===== src/rtl/mips_pkg.sv =====
// Shared definitions for the pipeline controller: state encodings and drain timeout default.
package mips_pkg;

    typedef enum logic [2:0] {
        ST_IDLE   = 3'd0,
        ST_RUN    = 3'd1,
        ST_STEP   = 3'd2,
        ST_DRAIN  = 3'd3,
        ST_HALTED = 3'd4
    } state_t;

    localparam int DRAIN_TIMEOUT_DEF = 8;

endpackage


===== src/rtl/pipeline_ctrl.sv =====
// Pipeline run/step/drain/halt controller producing global pipeline and PC enables,
// plus a saturating count of enabled cycles and a sticky drain-timeout flag.
module pipeline_ctrl
    import mips_pkg::*;
#(
    parameter int CNT_W         = 32,
    parameter int DRAIN_TIMEOUT = DRAIN_TIMEOUT_DEF
) (
    input  logic             clk,
    input  logic             reset,
    input  logic             i_start,
    input  logic             i_step,
    input  logic             i_clear,
    input  logic             i_id_halt,
    input  logic             i_wb_halt,
    output logic             o_pipe_en,
    output logic             o_pc_en,
    output logic [2:0]       o_state,
    output logic             o_halted,
    output logic             o_step_done,
    output logic             o_timeout,
    output logic [CNT_W-1:0] o_cycle_count
);

    // Drain counter only has to reach DRAIN_TIMEOUT-1.
    localparam int DW = (DRAIN_TIMEOUT > 2) ? $clog2(DRAIN_TIMEOUT) : 1;
    localparam logic [DW-1:0] DRAIN_LAST = DW'(DRAIN_TIMEOUT - 1);

    state_t        state, state_nxt;
    logic [DW-1:0] drain_cnt, drain_nxt;
    logic          timeout_set;
    logic          step_done_nxt;

    function automatic logic [CNT_W-1:0] sat_inc(input logic [CNT_W-1:0] v);
        return (&v) ? v : v + CNT_W'(1);
    endfunction

    assign o_state   = state;
    assign o_pipe_en = (state == ST_RUN) || (state == ST_STEP) || (state == ST_DRAIN);
    assign o_pc_en   = (state == ST_RUN) || (state == ST_STEP);
    assign o_halted  = (state == ST_HALTED);

    always_comb begin
        state_nxt     = state;
        drain_nxt     = drain_cnt;
        timeout_set   = 1'b0;
        step_done_nxt = 1'b0;
        if (i_clear) begin
            state_nxt = ST_IDLE;
            drain_nxt = '0;
        end else begin
            case (state)
                ST_IDLE: begin
                    if (i_start)     state_nxt = ST_RUN;
                    else if (i_step) state_nxt = ST_STEP;
                end
                ST_RUN: begin
                    if (i_wb_halt) begin
                        state_nxt = ST_HALTED;
                    end else if (i_id_halt) begin
                        state_nxt = ST_DRAIN;
                        drain_nxt = '0;
                    end
                end
                ST_STEP: begin
                    if (i_id_halt) begin
                        state_nxt = ST_DRAIN;
                        drain_nxt = '0;
                    end else if (i_wb_halt) begin
                        state_nxt = ST_HALTED;
                    end else begin
                        state_nxt     = ST_IDLE;
                        step_done_nxt = 1'b1;
                    end
                end
                ST_DRAIN: begin
                    if (i_wb_halt) begin
                        state_nxt = ST_HALTED;
                    end else if (drain_cnt == DRAIN_LAST) begin
                        state_nxt   = ST_HALTED;
                        timeout_set = 1'b1;
                    end else begin
                        drain_nxt = drain_cnt + DW'(1);
                    end
                end
                ST_HALTED: state_nxt = ST_HALTED;
                default:   state_nxt = ST_IDLE;
            endcase
        end
    end

    always_ff @(posedge clk) begin
        if (reset) begin
            state         <= ST_IDLE;
            drain_cnt     <= '0;
            o_step_done   <= 1'b0;
            o_timeout     <= 1'b0;
            o_cycle_count <= '0;
        end else begin
            state       <= state_nxt;
            drain_cnt   <= drain_nxt;
            o_step_done <= step_done_nxt;
            if (i_clear)          o_timeout <= 1'b0;
            else if (timeout_set) o_timeout <= 1'b1;
            if (i_clear)          o_cycle_count <= '0;
            else if (o_pipe_en)   o_cycle_count <= sat_inc(o_cycle_count);
        end
    end

endmodule


===== config.mk =====
export PLATFORM = sky130hd
export DESIGN_NAME = pipeline_ctrl
export DESIGN_NICKNAME = d
export VERILOG_FILES = /design/src/rtl/mips_pkg.sv /design/src/rtl/pipeline_ctrl.sv
export SDC_FILE = /design/constraint.sdc
export NUM_CORES = 1
export LEC_CHECK = 0
export CAP_MARGIN = 25
export CORE_MARGIN = 2
export CORE_UTILIZATION = 45
export CTS_CLUSTER_DIAMETER = 50
export DETAILED_ROUTE_END_ITERATION = 10
export GPL_ROUTABILITY_DRIVEN = 0
export GPL_TIMING_DRIVEN = 0
export PLACE_DENSITY = 0.73
export SYNTH_ARGS = -nofsm -noshare
export SYNTH_HDL_FRONTEND = slang
export SYNTH_SLANG_ARGS = --single-unit

===== constraint.sdc =====
create_clock -name clk -period 2.9 [get_ports clk]
set_input_delay 0.58 -clock clk [delete_from_list [all_inputs] [get_ports clk]]
set_output_delay 0.58 -clock clk [all_outputs]
set_load 0.005 [all_outputs]

# == After elaboration in Yosys (flattened, before gate mapping) ==
# Cells that the tools add are included.
# op_classes
add_sub_neg,2
n_bitwise,2
reduce_logical,10
n_eq_ne,11
muxes,19
# ops
cell,count
$mux 3,12
$add 32x1->32 const B,1
$reduce_and 32->1,1
$pmux 3 s5,1
$pmux 3 s3,1
$eq 3x2->1 const B,2
$eq 3x3->1 const B,2
$ne 2x2->1 const B,3
$ne 3x3->1 const B,2
$mux 1,5
$reduce_and 4->1,1
$reduce_or 4->1,1
$add 3x1->3 const B,1
$eq 3x1->1 const B,1
$logic_not 3->1,1
$ne 3x2->1 const B,1
$reduce_and 3->1,1
$reduce_bool 3->1,1
$logic_or 1x1->1,2
$not 1->1,2
$reduce_and 2->1,1
$reduce_or 2->1,1
# word_totals
inputBits,7
register_bits,40
output_inout_bits,40
wordCells,49

# == Logic depth before layout (Yosys ltp) ==
# Gate-level depths: netlist of the first run.
# depth
depth_word,5
mapped_depth,7
depth_no_buf,7

# == Least setup slack after synthesis of the first run ==
# OpenSTA, ideal clock, no wires.
# synth_timing
path_kind,register to register
start,register o_cycle_count[0]
end,register o_cycle_count[27]
path_buffers,0
setup_slack_ps,1000
arrival_time_ps,1829
t_required_ps,2829
stages_incl_launch_ff,7
period_less_slack_ps,1900
setup_ps,71
path_cell_list,dfxtp_1 -> ha_1 -> nand4_2 -> nor3_4 -> a311o_4 -> or4_1 -> a21oi_1
# synth_via
elab_chain_cells,3
word_cells_on_any_way,4
cone_classes,add/sub: 1; bitwise: 1; reduce/logical: 2
# synth_rtl
element,line,source
"start, declared",pipeline_ctrl.sv:22,output logic [CNT_W-1:0] o_cycle_count
"start signal, assigned",pipeline_ctrl.sv:106,else if (o_pipe_en) o_cycle_count <= sat_inc(o_cycle_count);
branches (longest 3 deep; another with $add 32x1->32),n/a,
# Parallel ways; which one is timed is not known.
# A chain may end at the register's enable or synchronous reset.

# == Worst setup path after layout of the first run ==
# layout_timing
start,register state[1] (netlist: o_state[1])
end,output port o_pc_en
# layout_via
elab_chain_cells,2
word_cells_on_any_way,3
cone_classes,eq/ne: 2; reduce/logical: 1
# layout_rtl
element,line,source
"start, declared",pipeline_ctrl.sv:29,"state_t state, state_nxt;"
"start signal, assigned",pipeline_ctrl.sv:100,state <= state_nxt;
$eq 3x1->1 / $eq 3x2->1 (equally long branches),pipeline_ctrl.sv:40,assign o_pc_en = (state == ST_RUN) || (state == ST_STEP);
$logic_or 1x1->1 (*),pipeline_ctrl.sv:40,
"end, declared",pipeline_ctrl.sv:17,"output logic o_pc_en,"
# Every way passes the cells marked *; elsewhere a longest branch is shown, timed or not.

==> results of run 1 <==
## kinds of logic after synthesis
logic type | after synthesis | share of synthesized area [%]
multiplexers | 1 | 0.4712
adder cells (fa/ha/maj) | 3 | 1.767
buffers and inverters | 17 | 3.710
AND/OR/NAND/NOR | 116 | 33.75
flip-flops | 40 | 37.69
AO/OA/AOI/OAI | 73 | 21.38
XOR/XNOR | 3 | 1.237
## final timing paths
kind,slack [ps],to,cells past startpoint,from
min,500,o_timeout,2,o_timeout
max reg2reg,710,o_cycle_count[18],7,o_cycle_count[0]
max,530,o_pc_en,4,o_state[1]
min reg2reg,500,o_timeout,2,o_timeout
## power by group through the flow
stage          Clock, uW  Combinational, uW  Sequential, uW
2_1_floorplan          0               44.2             567
3_3_place_gp           0               79.5             567
3_5_place_dp           0               79.7             567
4_1_cts              518               80.4             554
5_1_grt              547               88.7             555
6_report             515               80.3             554
## Yosys cell counts, types with 2 or more instances
master	number
a21o_1	2
a21oi_1	30
a22oi_1	2
a31oi_1	2
and2_1	2
and3_1	3
and4_1	6
buf_2	3
clkbuf_1	6
dfxtp_1	40
ha_1	3
inv_1	5
nand2_1	18
nand2b_1	3
nand3_1	10
nand3b_1	2
nand4_1	8
nand4_2	3
nor2_1	15
nor3_1	7
nor4_1	3
o211ai_1	3
o21a_1	2
o21ai_0	15
o21ai_1	2
o31ai_1	6
or3_1	18
or4_1	9
xnor2_1	2
## area by class of cell
class                   instances  share of cell area, %
plain buffers                  12                  2.163
clock inverters                 1                  1.082
inverters                       5                 0.6760
repair buffers                 46                  16.58
flip-flops and latches         40                  28.84
multi-input cells             196                  44.84
well taps                      52                  2.343
clock buffers                   7                  3.470
## worst max-delay path, stage by stage, from the launching register on
cell and delay, ps:
dfxtp_1 410, buf_1 360, xnor2_1 100, nor2_1 90
clkdlybuf4s50_1 510
## through the flow
step / utilization, % / setup slack, ps / std cells / total power (uW)
5_1_grt: 62.47 / 418.5 / 359 / 1191
6_report: 62.47 / 534.9 / 359 / 1149
3_3_place_gp: 59.63 / 678.0 / 351 / 646.7
3_5_place_dp: 59.63 / 641.2 / 351 / 647.1
2_1_floorplan: - / 1000 / 253 / 611.2
4_1_cts: 62.47 / 545.4 / 359 / 1153
## routing by layer
layer	global-route usage, %	share of wire [%]	wire length, um	vias to the layer above
li1	-	-	-	1076
met1	30.70	49	2673	1014
met2	34.04	46	2538	51
met3	3.453	3.4	186	6
met4	12.35	1.3	72	0
met5	0	0	0	-
## registers in the layout (all words and copies together), names as in the netlist
name and cells:
drain_cnt 3, o_cycle_count 32, o_state 3, o_step_done 1, o_timeout 1
==> impl_metrics.ini, run 1 <==
[yosys]
yosysTopAreaCellShare_pct = 37.69
yosys-top-cells-area = dfxtp_1 (38%), a21oi_1 (7.1%), or3_1 (5.3%)
yosysWarnings = 0
synth_area_leader_cell = dfxtp_1
seq_area_frac_synth_pct = 37.69
synth_nets = 263
async_flop_share_pct = 0
synth_cell_types = 52
synth_edf_count = 0
synth.avg_cell_area_um2 = 8.397
syn_inst = 253
synth_flop_cell = dfxtp_1
syn_area_um2 = 2125
ys_ff_latch = 40

[sta]
fin_hold_ws_ps = 498.2
fmax_mhz = 422.8
max_slew_margin_pct = 65.71
tns_ps = 0
rsz0062_at_grt = false
fin_crit_sh_pct = 81.56
clock_skew_ps = 8.180
fin_crit_ps = 2365
setup_viol = 0
hold_viol = 0
maxSlewViolCount = 0
worst_pin_slew_ps = 507.2

[final_layout]
antennaDiodeCount = 0
nets = 316
drive_gt1_share_pct = 8.143
final_cell_area_um2 = 2776
layout_common_cells = clkdlybuf4s50_1 (46), dfxtp_1 (40), a21oi_1 (30)
syn2layout_area_growth_pct = 30.68
multi_input_area_um2 = 1245
fillers = 408
mostFrequentLayoutCell = clkdlybuf4s50_1
regArea_um2 = 800.8

[hold_path]
worstHoldPathType = flip-flop to flip-flop

[pwr]
p_seq_share_pct = 48.2
power_density_nw_per_um2 = 414.0
p_leak_uw = 0.0009044
switchingPower_uw = 259.9
p_clk_share_pct = 44.8
switching_share_pct = 22.61
comb_power_share_pct = 7.0
internal_power_uw = 889.4
ir_drop_mv = 0.3495

[clock_tree]
cts_made_buffers = 5
cts_setup_buffers = 0
clock_sinks = 40
cts_buffer_depth = 2
root_buffer = clkbuf_8
cts.clk_slew.worst_paths_ps = 90
clk_latency_ps = 310
htreeDepth = 2
cts_tree = built
holdBufCountCts = 0
cts_resized = 0

[die]
initial_core_util_pct = 47.80
die_area_um2 = 5287
die-height_um = 72.71
ioPinCount = 47
core-area_um2 = 4444
chipWidth_um = 72.71
rows = 24

[placed_design]
portBuffers = 46
place_area_um2 = 2650
hpwlAfterDp_um = 3883

[grt]
antenna_found_initial = 0
first_global_vias = 1942
grt-ovfl-total = 0
grt_max_degree = 13
grt_usage_pct = 22.51
grt_pass1_wl_um = 9301

[drt]
route.detailed.drc = 0
vias = 2147
drt_wl_total_um = 5469
post_drt_wl_per_cell_um = 15.23
first_pass_iters = 4
drt_first_iter_violations = 116
viasPerCell = 5.981
postRouteAntennaNets = 0

[setup_path]
startpoint_type = flip-flop
cp_max_fo = 10
endpoint_kind = primary output
cp.required_ps = 2320
cp_data_arrival_time_ps = 1790
worstSetupPathType = flip-flop to primary output

[status]
status = completed

[run]
maxCapViolCount = 0
Power figures use the tool's default switching activity.
==> run 2, diff against run 1 <==
==> constraint.sdc (replaced) <==
create_clock -name clk -period 2.2 [get_ports clk]
set_input_delay 0.44 -clock clk [delete_from_list [all_inputs] [get_ports clk]]
set_output_delay 0.44 -clock clk [all_outputs]
set_load 0.005 [all_outputs]
==> run 2 against run 1 <==
Net effect: routed wire length increased by 1.8%; register-to-register slack got worse by 570 ps; clock power increased by 33%; sequential share of layout area decreased by 0.33 points; clock-buffer cell count unchanged; setup slack got worse by 400 ps; sequential cell count unchanged; non-clock buffer count increased by 3; final area increased by 1.2%; cell count increased by 0.84%.
==> impl_metrics.ini, run 2 (synthesis gave the netlist of run 1 again) <==
[status]
status = completed

[clock_tree]
htreeDepth = 2
clk_latency_ps = 310
cts_made_buffers = 5
clock_sinks = 40
cts_buffer_depth = 2
holdBufCountCts = 0
cts.clk_slew.worst_paths_ps = 90
cts_tree = built
root_buffer = clkbuf_8

[grt]
grt_max_degree = 13
grt-ovfl-total = 0
first_global_vias = 1942
grt_pass1_wl_um = 9301
grt_usage_pct = 22.51
antenna_found_initial = 0

[hold_path]
worstHoldPathType = flip-flop to flip-flop

[drt]
viasPerCell = 6.030
first_pass_iters = 4
drt_wl_total_um = 5566
wl_met1_um = 2603
vias = 2183
post_drt_wl_per_cell_um = 15.38
postRouteAntennaNets = 0
drt_first_iter_violations = 127
met3WireLength_um = 265
top_layer = met4
met2_wirelength_um = 2617
route.detailed.drc = 0

[final_layout]
mostFrequentLayoutCell = clkdlybuf4s50_1
largest_register = o_cycle_count
largest_reg_flops = 32
fin_util_pct = 63.20
final_cell_area_um2 = 2809
antennaDiodeCount = 0
multi_input_area_um2 = 1251
nets = 319
syn2layout_area_growth_pct = 32.21
layout_common_cells = clkdlybuf4s50_1 (46), dfxtp_1 (40), a21oi_1 (30)
instances_no_fill = 362
regArea_um2 = 800.8
drive_gt1_share_pct = 10.32
fillers = 405

[setup_path]
cp_top_family = buffers and inverters
cp_max_fo = 10
slowest_stage = clkdlybuf4s50_1
endpoint_kind = primary output
path_buf_inv = 2
cp_slowest_stage_delay_ps = 500
reg2reg_slack_ps = 140
startpoint_type = flip-flop
cp_data_arrival_time_ps = 1630
worstSetupPathType = flip-flop to primary output
cp.required_ps = 1760
crit_chain = buf_2 > xnor2_1 > nor2_1 > clkdlybuf4s50_1

[sta]
fin_crit_ps = 2069
hold_viol = 0
max_slew_margin_pct = 65.90
fmax_mhz = 483.4
rsz0062_at_grt = false
setup_viol = 0
worst_pin_slew_ps = 509.5
maxSlewViolCount = 0
fin_crit_sh_pct = 94.02
clock_skew_ps = 9.011
tns_ps = 0

[placed_design]
hpwlAfterDp_um = 3883
portBuffers = 46
place_area_um2 = 2650
placed_cells = 351

[die]
rows = 24
chipWidth_um = 72.71
ioPinCount = 47
die-height_um = 72.71
initial_core_util_pct = 47.80
die_area_um2 = 5287
core-area_um2 = 4444

[pwr]
p_leak_uw = 0.0009317
power_density_nw_per_um2 = 541.4
ir_drop_mv = 0.4611

[run]
maxCapViolCount = 0
-- run 2: cell types whose count changed in the layout (fill, tap and decap cells not counted) --
cell | before | now
clkbuf_2 | 0 | 2
clkbuf_1 | 6 | 4
buf_2 | 3 | 4
nor4_1 | 3 | 2
buf_1 | 1 | 0
nor4_2 | 0 | 1
buf_4 | 1 | 4
-- run 2: area by class of cell --
class | count | area share, %
Multi-Input combinational cell | 196 | 44.54
Sequential cell | 40 | 28.51
Timing Repair Buffer | 49 | 17.19
Clock buffer | 7 | 3.430
Tap cell | 52 | 2.316
Buffer | 12 | 2.272
Clock inverter | 1 | 1.069
Inverter | 5 | 0.6682
-- run 2: through the flow --
step	total power (uW)	hold slack (ps)	setup WS, ps
floorplan	805.6	464.7	300.0
global placement	852.5	461.6	49.55
detailed placement	853.0	484.6	36.71
CTS	1520	503.6	20.58
global route	1570	545.1	1.205
finish	1521	498.3	131.5
-- run 2: repair_timing --
action	CTS	global route
resized for setup	1	5
pin swaps	0	1
endpoints found under the setup margin	1	28
buffers inserted	0	3
-- run 2: path summary, 6_finish.rpt --
check	from	end	cells past startpoint
hold / removal	o_timeout	o_timeout	2
setup / recovery	o_state[1]	o_pc_en	4
setup reg to reg	o_cycle_count[0]	o_cycle_count[13]	7
hold reg to reg	o_timeout	o_timeout	2
-- run 2: worst register-to-register path, stage by stage, from the launching register on --
cell	delay (ps)
dfxtp_1	440
ha_1	270
nand4_2	200
nor4_2	360
a31o_2	210
buf_2	210
o21ai_0	110
a21oi_1	180
-- run 2: routing by layer --
metal  GRT usage (%)  up-vias
met5               0        -
met4           12.35        0
met3           3.453       10
met2           34.04       58
met1           30.70     1031
li1                -     1084
-- run 2: power by group --
part / internal, uW / leakage [uW] / total [uW] / switching (uW)
Clock: 401 / 0.0000645 / 684 / 283
Combinational: 45.8 / 0.000545 / 106 / 60.6
Sequential: 727 / 0.000322 / 731 / 3.97
